==> src/rtl/ddr_pkg.sv <==
// Shared DDR4 scheduler types: command codes, FSM states, bank entry, DIMM request codes, timing defaults.
package ddr_pkg;

  localparam int DEF_T_RCD = 14;
  localparam int DEF_T_RP  = 14;
  localparam int DEF_T_RAS = 32;
  localparam int DEF_T_CL  = 14;
  localparam int DEF_T_CWL = 12;

  localparam int CNT_W = 6;
  localparam int ROW_W = 17;
  localparam int COL_W = 10;

  typedef enum logic [2:0] {
    CMD_NOP, CMD_ACT, CMD_PRE, CMD_RD, CMD_WR
  } cmd_code_t;

  typedef enum logic [3:0] {
    S_IDLE, S_HIT, S_PRE, S_WAIT_RP, S_ACT, S_WAIT_RCD, S_CAS, S_DATA, S_WAIT_AP
  } sched_state_t;

  typedef enum logic [1:0] {
    IDLE_R = 2'd0, RD_R = 2'd1, WR_R = 2'd2
  } dimm_req_t;

  typedef struct packed {
    logic             open;
    logic [ROW_W-1:0] row;
    logic [CNT_W-1:0] tras_cnt;
  } bank_state_t;

  // {cs_n, act_n, RAS, CAS, WE}; ACT takes RAS/CAS/WE from the row, so only its act_n matters here
  function automatic logic [4:0] cmd_pins(input cmd_code_t c);
    case (c)
      CMD_ACT: cmd_pins = 5'b00000;
      CMD_PRE: cmd_pins = 5'b01010;
      CMD_RD:  cmd_pins = 5'b01101;
      CMD_WR:  cmd_pins = 5'b01100;
      default: cmd_pins = 5'b01111;
    endcase
  endfunction

endpackage

==> src/rtl/ddr_bank_tracker.sv <==
// Open-row table with per-bank tRAS down-counters and a hit/miss lookup on the incoming request.
module ddr_bank_tracker
  import ddr_pkg::*;
#(
  parameter int NB    = 16,
  parameter int IW    = 4,
  parameter int T_RAS = DEF_T_RAS
) (
  input  logic             clk,
  input  logic             rst,
  input  logic [IW-1:0]    lk_bank,
  input  logic [ROW_W-1:0] lk_row,
  output logic             lk_hit,
  output logic             lk_miss,
  input  logic [IW-1:0]    cmd_bank,
  input  logic [ROW_W-1:0] cmd_row,
  input  logic             act_set,
  input  logic             bank_close,
  output logic             tras_done
);

  bank_state_t bank [NB];

  // Lookup: hit = open with same row, miss = open with another row, otherwise closed
  always_comb begin
    lk_hit    = bank[lk_bank].open && (bank[lk_bank].row == lk_row);
    lk_miss   = bank[lk_bank].open && (bank[lk_bank].row != lk_row);
    tras_done = (bank[cmd_bank].tras_cnt == '0);
  end

  // Table update: ACT opens and loads tRAS (zero-based), PRE/auto-precharge closes
  always_ff @(posedge clk or posedge rst) begin
    if (rst) begin
      for (int i = 0; i < NB; i++) bank[i] <= '0;
    end else begin
      for (int i = 0; i < NB; i++) begin
        if (bank[i].tras_cnt != '0) bank[i].tras_cnt <= bank[i].tras_cnt - 1'b1;
        if (act_set && (cmd_bank == IW'(i))) begin
          bank[i].open     <= 1'b1;
          bank[i].row      <= cmd_row;
          bank[i].tras_cnt <= CNT_W'(T_RAS - 1);
        end else if (bank_close && (cmd_bank == IW'(i))) begin
          bank[i].open <= 1'b0;
        end
      end
    end
  end

endmodule

==> src/rtl/ddr_cmd_scheduler.sv <==
// DDR4 command scheduler: one host request at a time, open-page policy, registered command/address pins.
// Build option: AUTO_PRECHARGE_EN selects auto-precharge on every CAS (closed-page policy).
module ddr_cmd_scheduler
  import ddr_pkg::*;
#(
  parameter int NBG   = 4,
  parameter int NBA   = 4,
  parameter int T_RCD = DEF_T_RCD,
  parameter int T_RP  = DEF_T_RP,
  parameter int T_RAS = DEF_T_RAS,
  parameter int T_CL  = DEF_T_CL,
  parameter int T_CWL = DEF_T_CWL
) (
  input  logic        CK_t,
  input  logic        reset,
  input  logic        req_valid,
  output logic        req_ready,
  input  logic        req_rw,
  input  logic [1:0]  req_bg,
  input  logic [1:0]  req_ba,
  input  logic [16:0] req_row,
  input  logic [9:0]  req_col,
  input  logic [3:0]  req_bl,
  output logic        cs_n,
  output logic        act_n,
  output logic        RAS_n_A16,
  output logic        CAS_n_A15,
  output logic        WE_n_A14,
  output logic        A13,
  output logic        A12_BC_n,
  output logic        A11,
  output logic        A10_AP,
  output logic [9:0]  A9_A0,
  output logic [1:0]  bg_addr,
  output logic [1:0]  ba_addr,
  output logic [1:0]  dimm_req,
  output logic        no_act_rdy,
  output logic        busy
);

`ifdef AUTO_PRECHARGE_EN
  localparam logic AP_FLAG = 1'b1;
`else
  localparam logic AP_FLAG = 1'b0;
`endif

  localparam int NB = NBG * NBA;
  localparam int IW = $clog2(NB);

  sched_state_t     state, state_nx;
  logic [CNT_W-1:0] cnt, cnt_nx;
  cmd_code_t        cmd;
  dimm_req_t        dreq_c;
  logic             nar_c, act_set, bank_close, accept;
  logic             lk_hit, lk_miss, tras_done;
  logic [4:0]       code_c;
  logic [13:0]      addr_c;
  logic [1:0]       bg_c, ba_c;

  logic [IW-1:0]    bank_q;
  logic [ROW_W-1:0] row_q;
  logic [COL_W-1:0] col_q;
  logic             rw_q, bl8_q;

  assign accept = req_valid && req_ready;
  assign busy   = (state != S_IDLE);

  ddr_bank_tracker #(.NB(NB), .IW(IW), .T_RAS(T_RAS)) u_tracker (
    .clk        (CK_t),
    .rst        (reset),
    .lk_bank    ({req_bg, req_ba}),
    .lk_row     (req_row),
    .lk_hit     (lk_hit),
    .lk_miss    (lk_miss),
    .cmd_bank   (bank_q),
    .cmd_row    (row_q),
    .act_set    (act_set),
    .bank_close (bank_close),
    .tras_done  (tras_done)
  );

  // Request capture on handshake; datapath only, no reset needed
  always_ff @(posedge CK_t) begin
    if (accept) begin
      bank_q <= {req_bg, req_ba};
      row_q  <= req_row;
      col_q  <= req_col;
      rw_q   <= req_rw;
      bl8_q  <= (req_bl != 4'd4);
    end
  end

  // State and wait-counter register
  always_ff @(posedge CK_t or posedge reset) begin
    if (reset) begin
      state <= S_IDLE;
      cnt   <= '0;
    end else begin
      state <= state_nx;
      cnt   <= cnt_nx;
    end
  end

  // Next-state logic; waits load N-2 so that N cycles separate consecutive commands
  always_comb begin
    state_nx   = state;
    cnt_nx     = cnt;
    cmd        = CMD_NOP;
    dreq_c     = IDLE_R;
    nar_c      = 1'b0;
    act_set    = 1'b0;
    bank_close = 1'b0;
    case (state)
      S_IDLE: begin
        if (accept) begin
          if (lk_hit)       state_nx = S_HIT;
          else if (lk_miss) state_nx = S_PRE;
          else              state_nx = S_ACT;
        end
      end
      S_PRE: begin
        if (tras_done) begin
          cmd        = CMD_PRE;
          bank_close = 1'b1;
          cnt_nx     = CNT_W'(T_RP - 2);
          state_nx   = S_WAIT_RP;
        end
      end
      S_WAIT_RP: begin
        if (cnt == '0) state_nx = S_ACT;
        else           cnt_nx   = cnt - 1'b1;
      end
      S_ACT: begin
        cmd      = CMD_ACT;
        act_set  = 1'b1;
        cnt_nx   = CNT_W'(T_RCD - 2);
        state_nx = S_WAIT_RCD;
      end
      S_WAIT_RCD: begin
        if (cnt == '0) state_nx = S_CAS;
        else           cnt_nx   = cnt - 1'b1;
      end
      S_HIT: begin
        nar_c    = 1'b1;
        state_nx = S_CAS;
      end
      S_CAS: begin
        cmd      = rw_q ? CMD_RD : CMD_WR;
        cnt_nx   = CNT_W'((rw_q ? T_CL : T_CWL) + (bl8_q ? 4 : 2) - 1);
        state_nx = S_DATA;
`ifdef AUTO_PRECHARGE_EN
        bank_close = 1'b1;
`endif
      end
      S_DATA: begin
        dreq_c = rw_q ? RD_R : WR_R;
        if (cnt == '0) begin
`ifdef AUTO_PRECHARGE_EN
          cnt_nx   = CNT_W'(T_RP - 2);
          state_nx = S_WAIT_AP;
`else
          state_nx = S_IDLE;
`endif
        end else begin
          cnt_nx = cnt - 1'b1;
        end
      end
      S_WAIT_AP: begin
        if (cnt == '0) state_nx = S_IDLE;
        else           cnt_nx   = cnt - 1'b1;
      end
      default: state_nx = S_IDLE;
    endcase
  end

  // Pin encoding for the command chosen this cycle
  always_comb begin
    code_c = cmd_pins(cmd);
    addr_c = '0;
    bg_c   = '0;
    ba_c   = '0;
    case (cmd)
      CMD_ACT: begin
        code_c = {2'b00, row_q[16:14]};
        addr_c = row_q[13:0];
        bg_c   = bank_q[3:2];
        ba_c   = bank_q[1:0];
      end
      CMD_PRE: begin
        bg_c = bank_q[3:2];
        ba_c = bank_q[1:0];
      end
      CMD_RD, CMD_WR: begin
        addr_c[9:0] = col_q;
        addr_c[10]  = AP_FLAG;
        addr_c[12]  = bl8_q;
        bg_c        = bank_q[3:2];
        ba_c        = bank_q[1:0];
      end
      default: ;
    endcase
  end

  // Registered outputs; reset deselects the bus and drops all handshakes at once
  always_ff @(posedge CK_t or posedge reset) begin
    if (reset) begin
      {cs_n, act_n, RAS_n_A16, CAS_n_A15, WE_n_A14} <= 5'h1F;
      {A13, A12_BC_n, A11, A10_AP, A9_A0}           <= '0;
      bg_addr    <= '0;
      ba_addr    <= '0;
      dimm_req   <= IDLE_R;
      no_act_rdy <= 1'b0;
      req_ready  <= 1'b0;
    end else begin
      {cs_n, act_n, RAS_n_A16, CAS_n_A15, WE_n_A14} <= code_c;
      {A13, A12_BC_n, A11, A10_AP, A9_A0}           <= addr_c;
      bg_addr    <= bg_c;
      ba_addr    <= ba_c;
      dimm_req   <= dreq_c;
      no_act_rdy <= nar_c;
      req_ready  <= (state_nx == S_IDLE);
    end
  end

endmodule

==> config.mk <==
export PLATFORM = sky130hd
export DESIGN_NAME = ddr_cmd_scheduler
export DESIGN_NICKNAME = d
export VERILOG_FILES = /design/src/rtl/ddr_pkg.sv /design/src/rtl/ddr_bank_tracker.sv /design/src/rtl/ddr_cmd_scheduler.sv
export SDC_FILE = /design/constraint.sdc
export NUM_CORES = 1
export LEC_CHECK = 0
export ABC_CLOCK_PERIOD_IN_PS = 19200
export BUFFER_PORTS_ARGS = -buffer_cell sky130_fd_sc_hd__clkbuf_2
export CAP_MARGIN = 20
export CORE_UTILIZATION = 40
export CTS_CLUSTER_SIZE = 28
export DETAILED_ROUTE_END_ITERATION = 10
export PLACE_DENSITY_LB_ADDON = 0.3
export SLEW_MARGIN = 20
export SYNTH_ARGS = -nofsm -noshare
export SYNTH_HDL_FRONTEND = slang
export SYNTH_SLANG_ARGS = --single-unit
==> constraint.sdc <==
create_clock -name CK_t -period 19.2 [get_ports CK_t]
set_clock_uncertainty 0.15 [all_clocks]
set_input_delay 1.92 -clock CK_t [delete_from_list [all_inputs] [get_ports CK_t]]
set_output_delay 1.92 -clock CK_t [all_outputs]
set_load 0.01 [all_outputs]
* Yosys cells after proc, flatten, opt, wreduce, memory -nomap -nowiden
Cells that the tools add are included.
Operators by class: add/subtract/negate cells 19, order comparisons 2, equality and inequality tests 32, mux-type cells 100, bitwise gates (word level) 2, reduce and logical (&&, ||, !) cells 95
Operators with widths (count):
- $mux W6 | 36
- $bmux W24 S4 | 2
- $sub A6 B1 Y6 const B | 17
- $reduce_bool A6 Y1 | 16
- $reduce_bool A2 Y1 | 32
- $mux W24 | 2
- $mux W1 | 38
- $eq A4 B4 Y1 const B | 9
- $logic_and A1 B1 Y1 | 35
- $eq A4 B3 Y1 const B | 8
- $pmux W4 S8 | 1
- $mux W4 | 6
- $pmux W6 S4 | 1
- $pmux W11 S2 | 1
- $pmux W3 S3 | 2
- $eq A17 B17 Y1 | 1
- $ne A17 B17 Y1 | 1
- $eq A4 B2 Y1 const B | 4
- $logic_not A4 Y1 | 3
- $logic_not A6 Y1 | 2
- $mux W2 | 6
- $mux W3 | 4
- $ge A5 B5 Y1 const B | 2
- $not A4 Y5 | 2
- other kinds (13) | 19
Storage, ports and cells: bits in registers 454, output and inout bits 28, word-level logic and storage cells 320

* Logic depth before layout (Yosys ltp)
word-level depth 11, depth in mapped cells 11

* Cells and area by module
A second synthesis with hierarchy kept.
Unflattened totals: cell total of the unflattened synthesis 1923, area, all modules 20926.3 um^2
Modules (own cells, without submodules):
- ddr_bank_tracker | times used 1, cells an instance 1739, area each 18307.6 um^2, seq. area each 9609.2 um^2
- ddr_cmd_scheduler | times used 1, cells an instance 184, area each 2618.8 um^2, seq. area each 1923.1 um^2

* Worst setup path before layout
No wires, ideal clock.
kind input port to flip-flop, start point input port req_ba[1], end point register state[1], setup time 148 ps, data arrival time 3770 ps, required time 18902 ps, setup slack 15132 ps, stages 8, cells stage by stage buf_6 mux4_2 mux2i_1 xor2_1 nor2_1 or4_4 nor4_1 a22oi_1
On the way: longest elaborated chain between the ends 10
Ends and longest elaborated chain:
- start, declared | RTL line ddr_cmd_scheduler.sv:20 | input logic [1:0] req_ba,
- $not A4 Y5 (implied by the code) (*) | RTL line ddr_bank_tracker.sv:26, ddr_bank_tracker.sv:27
- $bmux W24 S4 (*) | RTL line ddr_bank_tracker.sv:26, ddr_bank_tracker.sv:27
- $mux W24 (implied by the code) (*) (2 in series) | RTL line ddr_bank_tracker.sv:26, ddr_bank_tracker.sv:27
- $ne A17 B17 Y1 | RTL line ddr_bank_tracker.sv:27 | lk_miss = bank[lk_bank].open && (bank[lk_bank].row != lk_row);
- $logic_and A1 B1 Y1 | RTL line ddr_bank_tracker.sv:27
- $mux W3 | RTL line ddr_cmd_scheduler.sv:117 | else if (lk_miss) state_nx = S_PRE;
- $mux W3 (*) | RTL line ddr_cmd_scheduler.sv:116 | if (lk_hit) state_nx = S_HIT;
- $mux W4 (*) | RTL line ddr_cmd_scheduler.sv:115 | if (accept) begin
- $pmux W4 S8 (*) | RTL line ddr_cmd_scheduler.sv:113 | case (state)
- net state_nx[1] | RTL line ddr_cmd_scheduler.sv:50 | sched_state_t state, state_nx;
- end signal, assigned | RTL line ddr_cmd_scheduler.sv:99 | state <= state_nx;
- end, declared | RTL line ddr_cmd_scheduler.sv:50
Mark *: on every way through the listed nets, which the timed path passes. The rest lies on a longest branch. The select of a mux whose other input is x is not followed. A chain may end at the register's enable or synchronous reset.

* Worst setup path in the final report
Ends and elaborated chain as after synthesis.

==> metrics.csv <==
stage,metric,value,unit
status,result of the run,finished clean,
pwr,total power divided by cell area,132,nW/um^2
worst_setup_path,setup slack of the most critical reg-to-reg path,14990,ps
final_layout,total inserted antenna cells,0,
yosys,post-synthesis share of cell area spent on xor and xnor gates,0.0272,
cts,quantity of gates resized following cts,0,
cts,clock tree from TritonCTS,done,
global_routing,wire length of the first global-routing pass,83000,um
final_layout,combined flip-flop and latch cell area,11500,um^2
route,total via count after detailed routing,13900,
global_routing,number of antenna violations at the first check in global routing,2,
yosys,main flop type after synthesis,sky130_fd_sc_hd__dfrtp_1,
yosys,multiplexer area fraction after synthesis,0.194,
yosys,top-count cell post-synth,sky130_fd_sc_hd__dfrtp_1,
pwr,post-layout total power,3.11,mW
worst_hold_path,path class of the lowest-slack min-delay path,reg -> reg,
worst_setup_path,category of the worst setup path launch point,input port,
worst_hold_path,number of cells traversed by the worst hold path,2,
cts,clk sink count,454,
final_layout,area added between synthesis and finish,12.2,%
sta,TNS Setup,0,ps
sta,# setup viols final,0,
yosys,Syn Inst Count,1794,
final_layout,fraction of layout instances using a drive strength above 1,0.235,
cts,hold_buf cts,0,
yosys,count of different cell masters after synthesis,66,
worst_setup_path,kind of end point of the critical path,flop,
worst_setup_path,reg-to-reg critical path endpoint,u_tracker.bank[90]$_DFFE_PP0P_,
route,antenna-violating nets left,0,
floorplan,I/O pin count,67,
yosys,flop and latch count out of synthesis,454,
sta,Max Fclk,209,MHz
floorplan,Initial Utilization,0.407,
route,residual DRC count,0,
place,IO Port Bufs,66,
cts,clock-pin slew of the registers on the worst-case setup and hold paths,60,ps
floorplan,die area,53300,um^2
final_layout,area of combinational cells with multiple inputs,8810,um^2
yosys,adder-cell area share of the yosys netlist,0.0107,
sta,Final Max Tran Viols,0,
yosys,largest family of logic cells by synthesized area,multiplexers,
worst_setup_path,startpoint of the worst-slack reg-to-reg timing path,state[0]$_DFF_PP0_,
yosys,Mapped Avg Cell Area,11.7,um^2
floorplan,Die Wd,231,um
sta,Slew @ Worst Pin,1010,ps
sta,setup repair after global routing missed its margin,false,
yosys,Synth warnings,0,
yosys,share of flip-flops with an asynchronous set or reset,0.927,
global_routing,pin count of the biggest net entering global routing,167,
pwr,static leakage,11.3,nW
floorplan,Vert. Die Dim,231,um
route,total length of routed wires,52800,um
cts,"Setup Fix Bufs, Post-CTS",0,
worst_setup_path,top fanout value on the critical path,39,
cts,H-Tree Depth,2,
yosys,"area fraction in and, or, nand and nor cells after synthesis",0.145,
route,routed length per placed instance,20.7,um
global_routing,total routing resource utilization after global routing,0.204,
final_layout,nets@finish,1894,
cts,Num CTS Buffers,47,
yosys,top cells by instance count after synthesis,"sky130_fd_sc_hd__dfrtp_1 (416), sky130_fd_sc_hd__nand2_1 (403), sky130_fd_sc_hd__mux2_2 (178)",
worst_setup_path,CP arrival,5060,ps
yosys,post-synth top area share,0.497,
yosys,compound-gate portion of the synthesized area,0.0419,
yosys,net count after synthesis,1851,
cts,CTS root buffer,sky130_fd_sc_hd__clkbuf_16,
route,first-iteration detailed-routing DRC count,1133,
sta,final critical-path required period,4770,ps
floorplan,Std-Cell Core Area,51500,um^2
yosys,cell type with the largest total area after synthesis,sky130_fd_sc_hd__dfrtp_1,
yosys,combined area of all synthesized cells,21000,um^2
global_routing,total gr overflow,0,
pwr,Peak supply drop,0.0722,mV
floorplan,count of standard-cell rows,83,
place,DP Wirelength,32400,um
yosys,number of synthesized flops with an enable pin,33,
final_layout,Layout fillers,4749,
place,routability congestion estimate,0.835,
cts,clk buf depth,3,
sta,Rel. slew slack,0.326,
global_routing,vias in the first global route,14100,
yosys,dominant cells by area after synthesis,"sky130_fd_sc_hd__dfrtp_1 (50%), sky130_fd_sc_hd__mux2_2 (9.6%), sky130_fd_sc_hd__nand2_1 (7.2%)",
worst_setup_path,Critical Path Start,req_ba[1],
yosys,register area share after synthesis,0.550,
route,mean number of vias per cell,5.44,
sta,portion of the clock cycle consumed by the worst path in the final layout,0.249,
route,Pre-antenna DRT Iters,5,
worst_setup_path,critical path type,in -> reg,
worst_setup_path,CP Data Required Time,19480,ps
worst_setup_path,R2R cell count,7,
worst_setup_path,timing endpoint of the critical path,state[1]$_DFF_PP0_,
cts,"Clk Latency, worst-skew pair",600,ps
flow_run,max capacitance violation total,0,
sta,hold violation count in the final report,0,
## state kept, by name (all words and copies together), names as in the netlist, 2 cells and up
| register | count |
|---|---|
| bank_q | 4 |
| state | 4 |
| col_q | 10 |
| A9_A0 | 10 |
| ba_addr | 2 |
| u_tracker.bank | 384 |
| cnt | 6 |
| dimm_req | 2 |
| bg_addr | 2 |
| row_q | 17 |
## layout make-up
type / instances / share of cell area
Tap cell: 680 / 0.0362
Sequential cell: 454 / 0.490
Multi-Input combinational cell: 1194 / 0.374
Inverter: 50 / 0.00830
Timing Repair Buffer: 90 / 0.0226
Clock buffer: 63 / 0.0568
Clock inverter: 25 / 0.0115
## cells by family (layout without fill, tap and decap cells)
| family | after synthesis | in the layout |
|---|---|---|
| compound gates | 132 | 132 |
| xor+xnor | 65 | 65 |
| fa+ha+maj | 18 | 18 |
| buf+inv | 146 | 228 |
| flops | 454 | 454 |
| mux | 305 | 305 |
| other cells | 1 | 1 |
| simple gates | 673 | 673 |
## report_power, final
| part | switching, mW | leakage, nW | internal, mW | total, mW |
|---|---|---|---|---|
| sequential | 0.197 | 5.87 | 1.23 | 1.43 |
| clock | 0.394 | 0.799 | 0.547 | 0.941 |
| combinational | 0.365 | 4.63 | 0.375 | 0.740 |
| total | 0.955 | 11.3 | 2.16 | 3.11 |
## through the flow
step	instances	hold WS (ps)	cell area, um^2	worst slack [ps]	utilization
2_1_floorplan	1794	291	21000	5420	-
3_3_place_gp	2468	302	21900	13850	0.425
3_5_place_dp	2468	308	21900	13830	0.425
4_1_cts	2556	323	23500	14460	0.457
5_1_grt	2556	339	23500	14310	0.457
6_report	2556	322	23500	14430	0.457
## worst max-delay path, stage by stage
cell	delay [ps]
sky130_fd_sc_hd__buf_4	300
sky130_fd_sc_hd__buf_4	650
sky130_fd_sc_hd__mux4_2	590
sky130_fd_sc_hd__mux2i_1	150
sky130_fd_sc_hd__mux2i_1	110
sky130_fd_sc_hd__xnor2_1	280
sky130_fd_sc_hd__o2111a_1	220
sky130_fd_sc_hd__nor4b_1	660
sky130_fd_sc_hd__a22oi_1	130
## routing by layer
| layer | vias up | share of wire | GRT usage |
|---|---|---|---|
| met1 | 7127 | 0.43 | 0.266 |
| met4 | 0 | 0.025 | 0.0675 |
| li1 | 6341 | - | - |
| met3 | 77 | 0.050 | 0.0314 |
| met2 | 363 | 0.49 | 0.345 |
| met5 | - | 0 | 0 |
## placed cells by master (no fill, tap or decap), drive strengths merged, types with 18 or more instances in the layout
| master | instances |
|---|---|
| edfxtp | 33 |
| mux2 | 178 |
| ha | 18 |
| mux2i | 64 |
| nor4 | 19 |
| buf | 26 |
| clkbuf | 127 |
| nor3 | 42 |
| dfrtp | 416 |
| inv | 51 |
| mux4 | 63 |
| clkinv | 18 |
| xnor2 | 54 |
| nand2 | 403 |
| nand3 | 34 |
| nor2 | 66 |
| a21oi | 23 |
| o21ai | 39 |
## worst min-delay path by stage
| stage | from | to |
|---|---|---|
| 2_1_floorplan | u_tracker.bank[115]$_DFFE_PP0P_ | u_tracker.bank[115]$_DFFE_PP0P_ |
| 3_3_place_gp | u_tracker.bank[37]$_DFFE_PP0P_ | u_tracker.bank[37]$_DFFE_PP0P_ |
| 3_5_place_dp | u_tracker.bank[35]$_DFFE_PP0P_ | u_tracker.bank[35]$_DFFE_PP0P_ |
| 4_1_cts | u_tracker.bank[35]$_DFFE_PP0P_ | u_tracker.bank[35]$_DFFE_PP0P_ |
| 5_1_grt | u_tracker.bank[42]$_DFFE_PP0P_ | u_tracker.bank[42]$_DFFE_PP0P_ |
| 6_report | u_tracker.bank[35]$_DFFE_PP0P_ | u_tracker.bank[35]$_DFFE_PP0P_ |
Power figures use the tool's default switching activity.
